$ cat src/rtl/instruction_fetch_unit_if.sv
// Fetch-unit bus bundle: instruction-memory port, execute redirect and decode handshake.
interface instruction_fetch_unit_if;
  logic [31:0] imem_pc;
  logic [31:0] imem_instr;
  logic        redirect_valid;
  logic [31:0] redirect_pc;
  logic        out_valid;
  logic        out_ready;
  logic [31:0] out_pc;
  logic [31:0] out_instr;
  logic        out_fault;

  modport master (
    output imem_pc,
    input  imem_instr,
    input  redirect_valid,
    input  redirect_pc,
    output out_valid,
    input  out_ready,
    output out_pc,
    output out_instr,
    output out_fault
  );

  modport slave (
    input  imem_pc,
    output imem_instr,
    output redirect_valid,
    output redirect_pc,
    input  out_valid,
    output out_ready,
    input  out_pc,
    input  out_instr,
    input  out_fault
  );
endinterface

$ cat src/rtl/instruction_fetch_unit.sv
// Instruction fetch: owns the fetch PC, reads a combinational instruction memory and
// buffers {pc, instr, fault} in a 2-entry FIFO towards decode; halts on an illegal address.
module instruction_fetch_unit #(
  parameter logic [31:0] RESET_PC   = 32'h0000_0000,
  parameter logic [31:0] NOP_INSTR  = 32'h0000_0013,
  parameter int unsigned IMEM_WORDS = 1024
) (
  input logic                      clk,
  input logic                      reset,
  instruction_fetch_unit_if.master bus
);
  localparam int unsigned XLEN  = 32;
  localparam int unsigned DEPTH = 2;
  localparam int unsigned CNT_W = 2;

  typedef struct packed {
    logic [XLEN-1:0] pc;
    logic [XLEN-1:0] instr;
    logic            fault;
  } entry_t;

  typedef enum logic {RUN, HALT} state_t;

  state_t           state_q, state_d;
  logic [XLEN-1:0]  pc_q, pc_d;
  logic [CNT_W-1:0] count_q, count_d;
  logic             rd_q, rd_d;
  logic             wr_q, wr_d;
  entry_t           fifo_q [DEPTH];
  entry_t           head;
  entry_t           wr_entry;
  logic             illegal;
  logic             push;
  logic             pop;

  // Misaligned or beyond the end of instruction memory.
  assign illegal = (pc_q[1:0] != 2'b00) ||
                   ({2'b00, pc_q[XLEN-1:2]} >= 32'(IMEM_WORDS));

  // Next-state: redirect flushes and wins over any push/pop in the same cycle.
  always_comb begin
    state_d  = state_q;
    pc_d     = pc_q;
    count_d  = count_q;
    rd_d     = rd_q;
    wr_d     = wr_q;
    push     = 1'b0;
    pop      = (count_q != '0) && bus.out_ready;
    wr_entry = '{pc: pc_q, instr: (illegal ? NOP_INSTR : bus.imem_instr), fault: illegal};

    if (bus.redirect_valid) begin
      count_d = '0;
      rd_d    = 1'b0;
      wr_d    = 1'b0;
      pc_d    = bus.redirect_pc;
      state_d = RUN;
    end else begin
      push = (state_q == RUN) && ((count_q < CNT_W'(DEPTH)) || pop);
      if (push) begin
        wr_d = ~wr_q;
        if (illegal) begin
          state_d = HALT;
        end else begin
          pc_d = pc_q + XLEN'(4);
        end
      end
      if (pop) begin
        rd_d = ~rd_q;
      end
      count_d = count_q + CNT_W'(push) - CNT_W'(pop);
    end
  end

  // FSM state register.
  always_ff @(posedge clk or negedge reset) begin
    if (!reset) begin
      state_q <= RUN;
    end else begin
      state_q <= state_d;
    end
  end

  // PC and FIFO storage.
  always_ff @(posedge clk or negedge reset) begin
    if (!reset) begin
      pc_q    <= RESET_PC;
      count_q <= '0;
      rd_q    <= 1'b0;
      wr_q    <= 1'b0;
      fifo_q  <= '{default: '0};
    end else begin
      pc_q    <= pc_d;
      count_q <= count_d;
      rd_q    <= rd_d;
      wr_q    <= wr_d;
      if (push) begin
        fifo_q[wr_q] <= wr_entry;
      end
    end
  end

  assign head          = fifo_q[rd_q];
  assign bus.imem_pc   = pc_q;
  assign bus.out_valid = (count_q != '0);
  assign bus.out_pc    = bus.out_valid ? head.pc    : '0;
  assign bus.out_instr = bus.out_valid ? head.instr : NOP_INSTR;
  assign bus.out_fault = bus.out_valid ? head.fault : 1'b0;

endmodule

$ cat src/flat_wrapper.sv
// flat-port wrapper written by rule: the top's interface ports become plain ports
module instruction_fetch_unit_flat 
#(
  parameter logic [31:0] RESET_PC   = 32'h0000_0000,
  parameter logic [31:0] NOP_INSTR  = 32'h0000_0013,
  parameter int unsigned IMEM_WORDS = 1024
)
  (clk, reset, bus_imem_pc, bus_imem_instr, bus_redirect_valid, bus_redirect_pc, bus_out_valid, bus_out_ready, bus_out_pc, bus_out_instr, bus_out_fault);
  instruction_fetch_unit_if bus_i ();
  input logic clk;
  input logic reset;
  output wire logic [$bits(bus_i.imem_pc)-1:0] bus_imem_pc;
  input wire logic [$bits(bus_i.imem_instr)-1:0] bus_imem_instr;
  input wire logic [$bits(bus_i.redirect_valid)-1:0] bus_redirect_valid;
  input wire logic [$bits(bus_i.redirect_pc)-1:0] bus_redirect_pc;
  output wire logic [$bits(bus_i.out_valid)-1:0] bus_out_valid;
  input wire logic [$bits(bus_i.out_ready)-1:0] bus_out_ready;
  output wire logic [$bits(bus_i.out_pc)-1:0] bus_out_pc;
  output wire logic [$bits(bus_i.out_instr)-1:0] bus_out_instr;
  output wire logic [$bits(bus_i.out_fault)-1:0] bus_out_fault;
  assign bus_imem_pc = bus_i.imem_pc;
  assign bus_i.imem_instr = bus_imem_instr;
  assign bus_i.redirect_valid = bus_redirect_valid;
  assign bus_i.redirect_pc = bus_redirect_pc;
  assign bus_out_valid = bus_i.out_valid;
  assign bus_i.out_ready = bus_out_ready;
  assign bus_out_pc = bus_i.out_pc;
  assign bus_out_instr = bus_i.out_instr;
  assign bus_out_fault = bus_i.out_fault;
  instruction_fetch_unit #(.RESET_PC(RESET_PC), .NOP_INSTR(NOP_INSTR), .IMEM_WORDS(IMEM_WORDS)) u_core (.clk(clk), .reset(reset), .bus(bus_i));
endmodule
$ cat config.mk
export PLATFORM = sky130hd
export DESIGN_NAME = instruction_fetch_unit_flat
export DESIGN_NICKNAME = d
export VERILOG_FILES = /design/src/rtl/instruction_fetch_unit_if.sv /design/src/rtl/instruction_fetch_unit.sv /design/src/flat_wrapper.sv
export SDC_FILE = /design/constraint.sdc
export NUM_CORES = 1
export LEC_CHECK = 0
export CAP_MARGIN = 20
export CELL_PAD_IN_SITES_DETAIL_PLACEMENT = 1
export CELL_PAD_IN_SITES_GLOBAL_PLACEMENT = 1
export CORE_ASPECT_RATIO = 1.25
export CORE_UTILIZATION = 43
export DETAILED_ROUTE_END_ITERATION = 10
export HOLD_SLACK_MARGIN = 0.12
export PLACE_DENSITY = 0.9
export SLEW_MARGIN = 10
export SYNTH_ARGS = -nofsm -noshare
export SYNTH_HDL_FRONTEND = slang
export SYNTH_SLANG_ARGS = --single-unit
$ cat constraint.sdc
create_clock -name clk -period 4.41 [get_ports clk]
set_input_delay 0.882 -clock clk [delete_from_list [all_inputs] [get_ports clk]]
set_output_delay 0.882 -clock clk [all_outputs]
set_load 0.1 [all_outputs]
Yosys cells after proc, flatten, opt, wreduce, memory -nomap -nowiden --
Index checks and enable logic that the tools add are counted.
Storage, ports and cells: bits in registers 167, bits in latches 0, bits in writable memories 0, bits in read-only memories 0, bits of input ports 68, output and inout port bits 98, logic and storage cells 59, memories kept 0
Cells by class: add/subtract/negate cells 3, multiply operators 0, divide/modulo/power cells 0, magnitude comparators 5, equality and inequality tests 1, shifts and indexed selects 0, multiplexer cells 22, bitwise operators 5, reduce and logical (&&, ||, !) cells 12
Operator list (number):
- $mux W65 | 4
- $mux W32 | 6
- $bwmux W130 | 1
- $demux W65 S1 | 1
- $add A32 B3 Y32 const B | 1
- $ge A30 B11 Y1 const B | 1
- $reduce_bool A2 Y1 | 5
- $mux W1 | 9
- $ge A2 B2 Y1 const B | 2
- $not A1 Y2 | 2
- $reduce_and A2 Y1 | 2
- $logic_and A1 B1 Y1 | 3
- $not A1 Y1 | 3
- $add A2 B1 Y2 | 1
- $logic_or A1 B1 Y1 | 2
- $lt A2 B1 Y1 const B | 1
- $lt A2 B2 Y1 const B | 1
- $mux W2 | 1
- $ne A2 B2 Y1 const B | 1
- $sub A2 B1 Y2 | 1

Logic depth before layout (Yosys ltp) --
depth in word-level cells 7, gate-level depth with buffers 8

Worst setup path before layout --
Ideal clock, no wire load.
path kind reg-to-output, start point reg u_core.rd_q, end point out bus_out_instr[26], arrival time 2.280 ns, required time 3.528 ns, slack 1.248 ns, cell stages (with the launch flop) 6, path buffers 3, cells stage by stage dfrtp_1 clkbuf_1 buf_2 buf_2 mux2i_1 nor2_1
Between the ends: word-level cells in the longest chain between the ends 5
Ends and longest elaborated chain:
- start: declaration | RTL line instruction_fetch_unit.sv:27 | logic rd_q, rd_d;
- start signal: assignment | RTL line instruction_fetch_unit.sv:94 | rd_q <= rd_d;
- $not A1 Y2 (not written as such) | RTL line instruction_fetch_unit.sv:102 | assign head = fifo_q[rd_q];
- $mux W65 (not written as such) (3 in series) | RTL line instruction_fetch_unit.sv:102
- $mux W32 | RTL line instruction_fetch_unit.sv:106 | assign bus.out_instr = bus.out_valid ? head.instr : NOP_INSTR;
- end: declaration | RTL line flat_wrapper.sv:19 | output wire logic [$bits(bus_i.out_instr)-1:0] bus_out_instr;
No other way between the ends. The select of a mux whose other input is x is not followed.

Final worst setup path --
start point reg u_core.rd_q, end point out bus_out_pc[1]
Between the ends: word-level cells in the longest chain between the ends 5
Ends and longest elaborated chain:
- $not A1 Y2 (not written as such) | RTL line instruction_fetch_unit.sv:102
- $mux W65 (not written as such) (3 in series) | RTL line instruction_fetch_unit.sv:102
- $mux W32 | RTL line instruction_fetch_unit.sv:105 | assign bus.out_pc = bus.out_valid ? head.pc : '0;
- end: declaration | RTL line flat_wrapper.sv:18 | output wire logic [$bits(bus_i.out_pc)-1:0] bus_out_pc;
No other way between the ends. The select of a mux whose other input is x is not followed.

==> impl_metrics.ini <==
[clock_tree]
cts-resized-gates = 0
cts_max_path_buffers = 2
cts_root_buffer = clkbuf_16
hold_buffers = 0
htree_levels = 4
clk_pin_slew_worst_paths_ns = 0.06
postCtsSetupRepairBufs = 0
clock_sinks = 167
clk-insertion-delay-late_ns = 0.42
cts_buffers = 17
cts_tree = yes

[die]
initial_core_util_pct = 44.2
die_y_um = 152
io_pins = 166
chipWidth_um = 122
core_area_um2 = 17600
num_rows = 54
dieArea_um2 = 18600

[global_routing]
grt_use_met2_pct = 39.0
grt_max_degree = 100
grt_busiest_layer = met2
track_usage_pct = 22.1
grt_pass1_wl_mm = 31.8
antenna_found_initial = 0
grt_util_met3_pct = 4.04
grt_use_met1_pct = 26.7
grt_pass1_vias = 6048
grt_overflow_total = 0

[finish]
synthToLayoutAreaGrowth_pct = 26.6
drive_gt1_share_pct = 23.3
fin_util_pct = 56.0
finalNetCount = 902

[sta]
setup_viol = 0
finalCritPeriodShare_pct = 73.0
slew_viol_final = 0
fin_skew_ns = 0.00823
slew_headroom_pct = 30.4
max_freq_mhz = 311
fin_crit_ns = 3.22
fin_hold_ws_ns = 0.478
worst_pin_slew_ns = 1.04
fin_tns_setup_ns = 0
hold_viol = 0
rsz0062_at_grt = no

[placed_design]
gp_congestion = 0.726
hpwl_mm = 12.7
port_buffers = 165

[drt]
routedWlPerCell_um = 18.2
ant_nets = 0
firstDrtPassIters = 5
vias = 5558
drtIter0Drc = 285
drc_errors = 0
wirelength_mm = 19.4
viasPerCell = 5.20

[critical_path]
regToRegEndpoint = u_core.fifo_q[8]
cp-end-kind = primary output
ff2ff_setup_slack_ns = 2.02
crit_fanout = 33
criticalPathCategory = reg2out
worstRegToRegCells = 6
startpoint_type = flip-flop
critPathRequiredTime_ns = 3.53
worstPathArrival_ns = 2.34
reg2reg_from = u_core.bus.imem_pc[13]
crit_start = u_core.rd_q
cp-endpoint = bus_out_pc[1]

[logic_synthesis]
synth_largest_area_cell = dfrtp_1
synth.avg_cell_area_um2 = 10.9
synth_seq_area_share_pct = 53.8
ys_types = 33
ys_warn_count = 0
syn_inst = 715
synth_top_area_share_pct = 53.8
synthTopCellsByArea = dfrtp_1, mux2_2, mux2i_1
synth_nets = 787
ys_seq_elements = 167
syn_area_um2 = 7760

[job]
cap_violations = 0

[outcome]
outcome = finished clean

[power]
peakVddDrop_mv = 0.754
leakagePower_nw = 4.25
power_density_nw_per_um2 = 693

[min_path]
min_path_type = reg2reg
## cells in the final DEF (no fill, tap or decap), types with 2 or more instances in the layout
cell type,Yosys,layout
buf_4,33,72
nor4_1,5,5
nor2b_1,2,2
clkinvlp_4,0,2
dfrtp_1,167,166
and2_1,3,3
nand2_1,113,113
nor2_1,72,71
mux2_2,82,82
ha_1,4,4
inv_1,5,5
xnor2_1,4,4
bufinv_16,0,4
o21ai_1,23,23
a21oi_1,2,2
o31a_1,2,2
and3_1,3,3
o21ai_0,55,55
clkbuf_16,0,17
buf_12,0,3
nand3_1,3,3
nand2b_1,2,2
xor2_1,8,8
and4_1,2,2
nand4_1,6,6
inv_6,0,2
clkbuf_8,0,5
clkdlybuf4s50_1,0,98
mux2i_1,65,65
## worst max-delay path, stage by stage (launching register included)
cell	delay [ns]
dfrtp_4	0.83
buf_4	0.45
mux2i_1	0.13
nor2_1	0.16
buf_4	0.34
## sequential cells by signal (all words and copies together) (netlist names)
name,flops
u_core.bus.imem_pc,32
u_core.count_q,2
u_core.fifo_q,130
u_core.rd_q,1
u_core.state_q,1
u_core.wr_q,1
## cell families (layout without fill, tap and decap cells)
group	after synthesis	after routing	share of synthesized area, %
simple gates	217	217	11.8
flops	167	167	53.8
mux	147	147	20.3
compound gates	84	84	5.56
buf+inv	84	212	6.51
xor+xnor	12	12	1.35
fa+ha+maj	4	4	0.645
other cells	0	1	0
## per-layer routing
layer  share of wire (%)  vias up
li1                    -     2606
met1                  42     2802
met2                  53      127
met3                 3.5       23
met4                 2.0        0
met5                   0        -
## cell usage after synthesis
cell type  instances
o21ai_0           55
and2_1             3
xnor2_1            4
or3b_1             1
nand3b_1           1
and4_1             2
nor2_1            72
dfrtp_1          167
nand4_1            6
nand2_4            1
mux2i_1           65
and4b_1            1
inv_1              5
buf_6              7
nand2b_1           2
buf_4             33
o21ai_1           23
o31a_1             2
nand3_1            3
a21oi_1            2
clkbuf_1          28
nor4_2             1
nor4_1             5
ha_1               4
o21bai_1           1
mux2_2            82
nor2b_1            2
and3_1             3
and2b_2            1
buf_2             11
nand2_1          113
a31oi_1            1
xor2_1             8
## cell type report
type / count / area (um2)
repair buffers: 175 / 1600
clock inverters: 9 / 161
diodes: 1 / 2.50
inverters: 5 / 18.8
fillers: 1897 / 7740
clock buffers: 23 / 498
flip-flops and latches: 167 / 4180
well taps: 224 / 280
multi-input cells: 464 / 3090
## per-stage QoR
stage          instances  power (W)  worst slack [ns]  area [um2]
2_1_floorplan        715    0.00451              1.25        7760
3_3_place_gp        1035    0.00513              1.30        9170
3_5_place_dp        1035    0.00522              1.22        9170
4_1_cts             1067    0.00688              1.12        9830
5_1_grt             1067    0.00709              1.06        9830
6_report            1068    0.00681              1.19        9830
## where the power goes
group          switching, W  internal, W  leakage, nW  total [W]
combinational       0.00215     0.000831         1.82    0.00299
sequential         0.000296      0.00190         2.11    0.00220
clock              0.000600      0.00103        0.317    0.00163
total               0.00305      0.00376         4.25    0.00681
## worst min path at each step
stage	start	depth (start not counted)	endpoint	slack, ns
3_5_place_dp	u_core.fifo_q[12]	2	u_core.fifo_q[12]	0.47
3_3_place_gp	u_core.fifo_q[8]	2	u_core.fifo_q[8]	0.46
5_1_grt	u_core.fifo_q[73]	2	u_core.fifo_q[73]	0.51
4_1_cts	u_core.fifo_q[36]	2	u_core.fifo_q[36]	0.48
2_1_floorplan	u_core.fifo_q[100]	2	u_core.fifo_q[100]	0.45
6_report	u_core.fifo_q[12]	2	u_core.fifo_q[12]	0.48
(Power assumes the default switching activity.)
==> patch, RTL diff (same settings) <==
Register the output `bus.out_fault`; this adds one clock of latency there.
--- a/src/rtl/instruction_fetch_unit.sv
+++ b/src/rtl/instruction_fetch_unit.sv
@@ -104,7 +104,9 @@
   assign bus.out_valid = (count_q != '0);
   assign bus.out_pc    = bus.out_valid ? head.pc    : '0;
   assign bus.out_instr = bus.out_valid ? head.instr : NOP_INSTR;
-  assign bus.out_fault = bus.out_valid ? head.fault : 1'b0;
+  always_ff @(posedge clk) begin
+    bus.out_fault <= bus.out_valid ? head.fault : 1'b0;
+  end
 
 endmodule
 
Formal check against the unedited RTL: not equivalent (a bounded check fails within 4 cycles, from zero or initial values and one cycle with reset low).
==> patch against the original RTL <==
- sequential share of layout area fell by 0.27 points
- via count rose by 1.3%
- routed wire length rose by 1.6%
- sequential cell count rose by 1
- worst setup slack got worse by 0.33 ns
- die area rose by 0.59%
- total power fell by 1.3%
- combinational power barely moved
- synthesized area rose by 0.60%
- final area rose by 1.1%
- largest power group unchanged
==> patch: results (changes against the original RTL) <==
* Critical Path Source: u_core.count_q[1]$_DFF_PN0_ (was u_core.rd_q$_DFFE_PN0P_)
* Final non-clock buffer share at 16.55% (was 16.26%)
* Netlist cell types at 34 (was 33)
* Largest cells by area after synthesis: dfrtp_1 (54%), mux2_2 (12%), mux2i_1 (8.6%) (was dfrtp_1 (54%), mux2_2 (12%), mux2i_1 (8.4%))
* GR Layer Usage met1 at 26.70% (was 26.75%)
* Mapped Cells at 721 (was 715)
* CP delay by family, top: buffers and inverters (was flip-flops)
* Post-DP HPWL at 12.90 mm (was 12.72 mm)
* FF-to-FF End: u_core.bus.imem_pc[3]$_DFFE_PN0P_ (was u_core.fifo_q[8]$_DFFE_PN0P_)
* Worst hold endpoint: u_core.fifo_q[13]$_DFFE_PN0P_ (was u_core.fifo_q[12]$_DFFE_PN0P_)
* Drt first pass iters at 4 (was 5)
* Multi-input combinational area share at 31.89% (was 31.42%)
* Run status: completed (unchanged)
* DR iter-0 viols at 177 (was 285)
* WL/cell at 18.33 µm (was 18.17 µm)
* Synth-to-layout area growth at 27.29% (was 26.63%)
* CP max stage cell: clkdlybuf4s50_1 (was dfrtp_4)
* Sequential fraction of the synthesis area at 53.77% (was 53.84%)
* Hold Crit Start: u_core.fifo_q[13]$_DFFE_PN0P_ (was u_core.fifo_q[12]$_DFFE_PN0P_)
* Number of diodes at 0 (was 1)
* Max VDD drop at 472.0 µV (was 754.1 µV)
* First-pass GRT wire length at 32.18 mm (was 31.75 mm)
* DP Worst Slack at 1.243 ns (was 1.218 ns)
* CP max FO at 30 (was 33)
* Metal2 WL at 10.51 mm (was 10.20 mm)
* Leakage at 4.152 nW (was 4.250 nW)
* Vias per inst at 5.240 (was 5.204)
* Largest net degree at the start of global routing at 102 (was 100)
* Met3 Usage GRT at 5.763% (was 4.042%)
patch: cell types whose count changed in the layout (fill, tap and decap cells not counted), sizes merged, moves of 5 or more:
| cell | before | now |
|---|---|---|
| buf | 77 | 49 |
| clkdlybuf4s50 | 98 | 125 |
| xor2 | 8 | 2 |
| clkbuf | 23 | 18 |
| clkinv | 1 | 6 |
| xnor2 | 4 | 9 |
patch: where the power goes:
part | switching [mW] | internal [mW] | leakage [nW]
registers | 0.296 | 1.91 | 2.12
logic | 2.15 | 0.834 | 1.74
clock network | 0.617 | 0.911 | 0.297
total | 3.07 | 3.66 | 4.15
patch: cell families after synthesis:
logic type               Yosys count  share of synthesized area [%]
flip-flops                       168                          53.77
AND/OR/NAND/NOR                  221                          12.66
XOR/XNOR                          11                          1.234
adder cells (fa/ha/maj)            4                         0.6409
multiplexers                     149                          20.41
AO/OA/AOI/OAI                     84                          5.448
buffers and inverters             84                          5.832
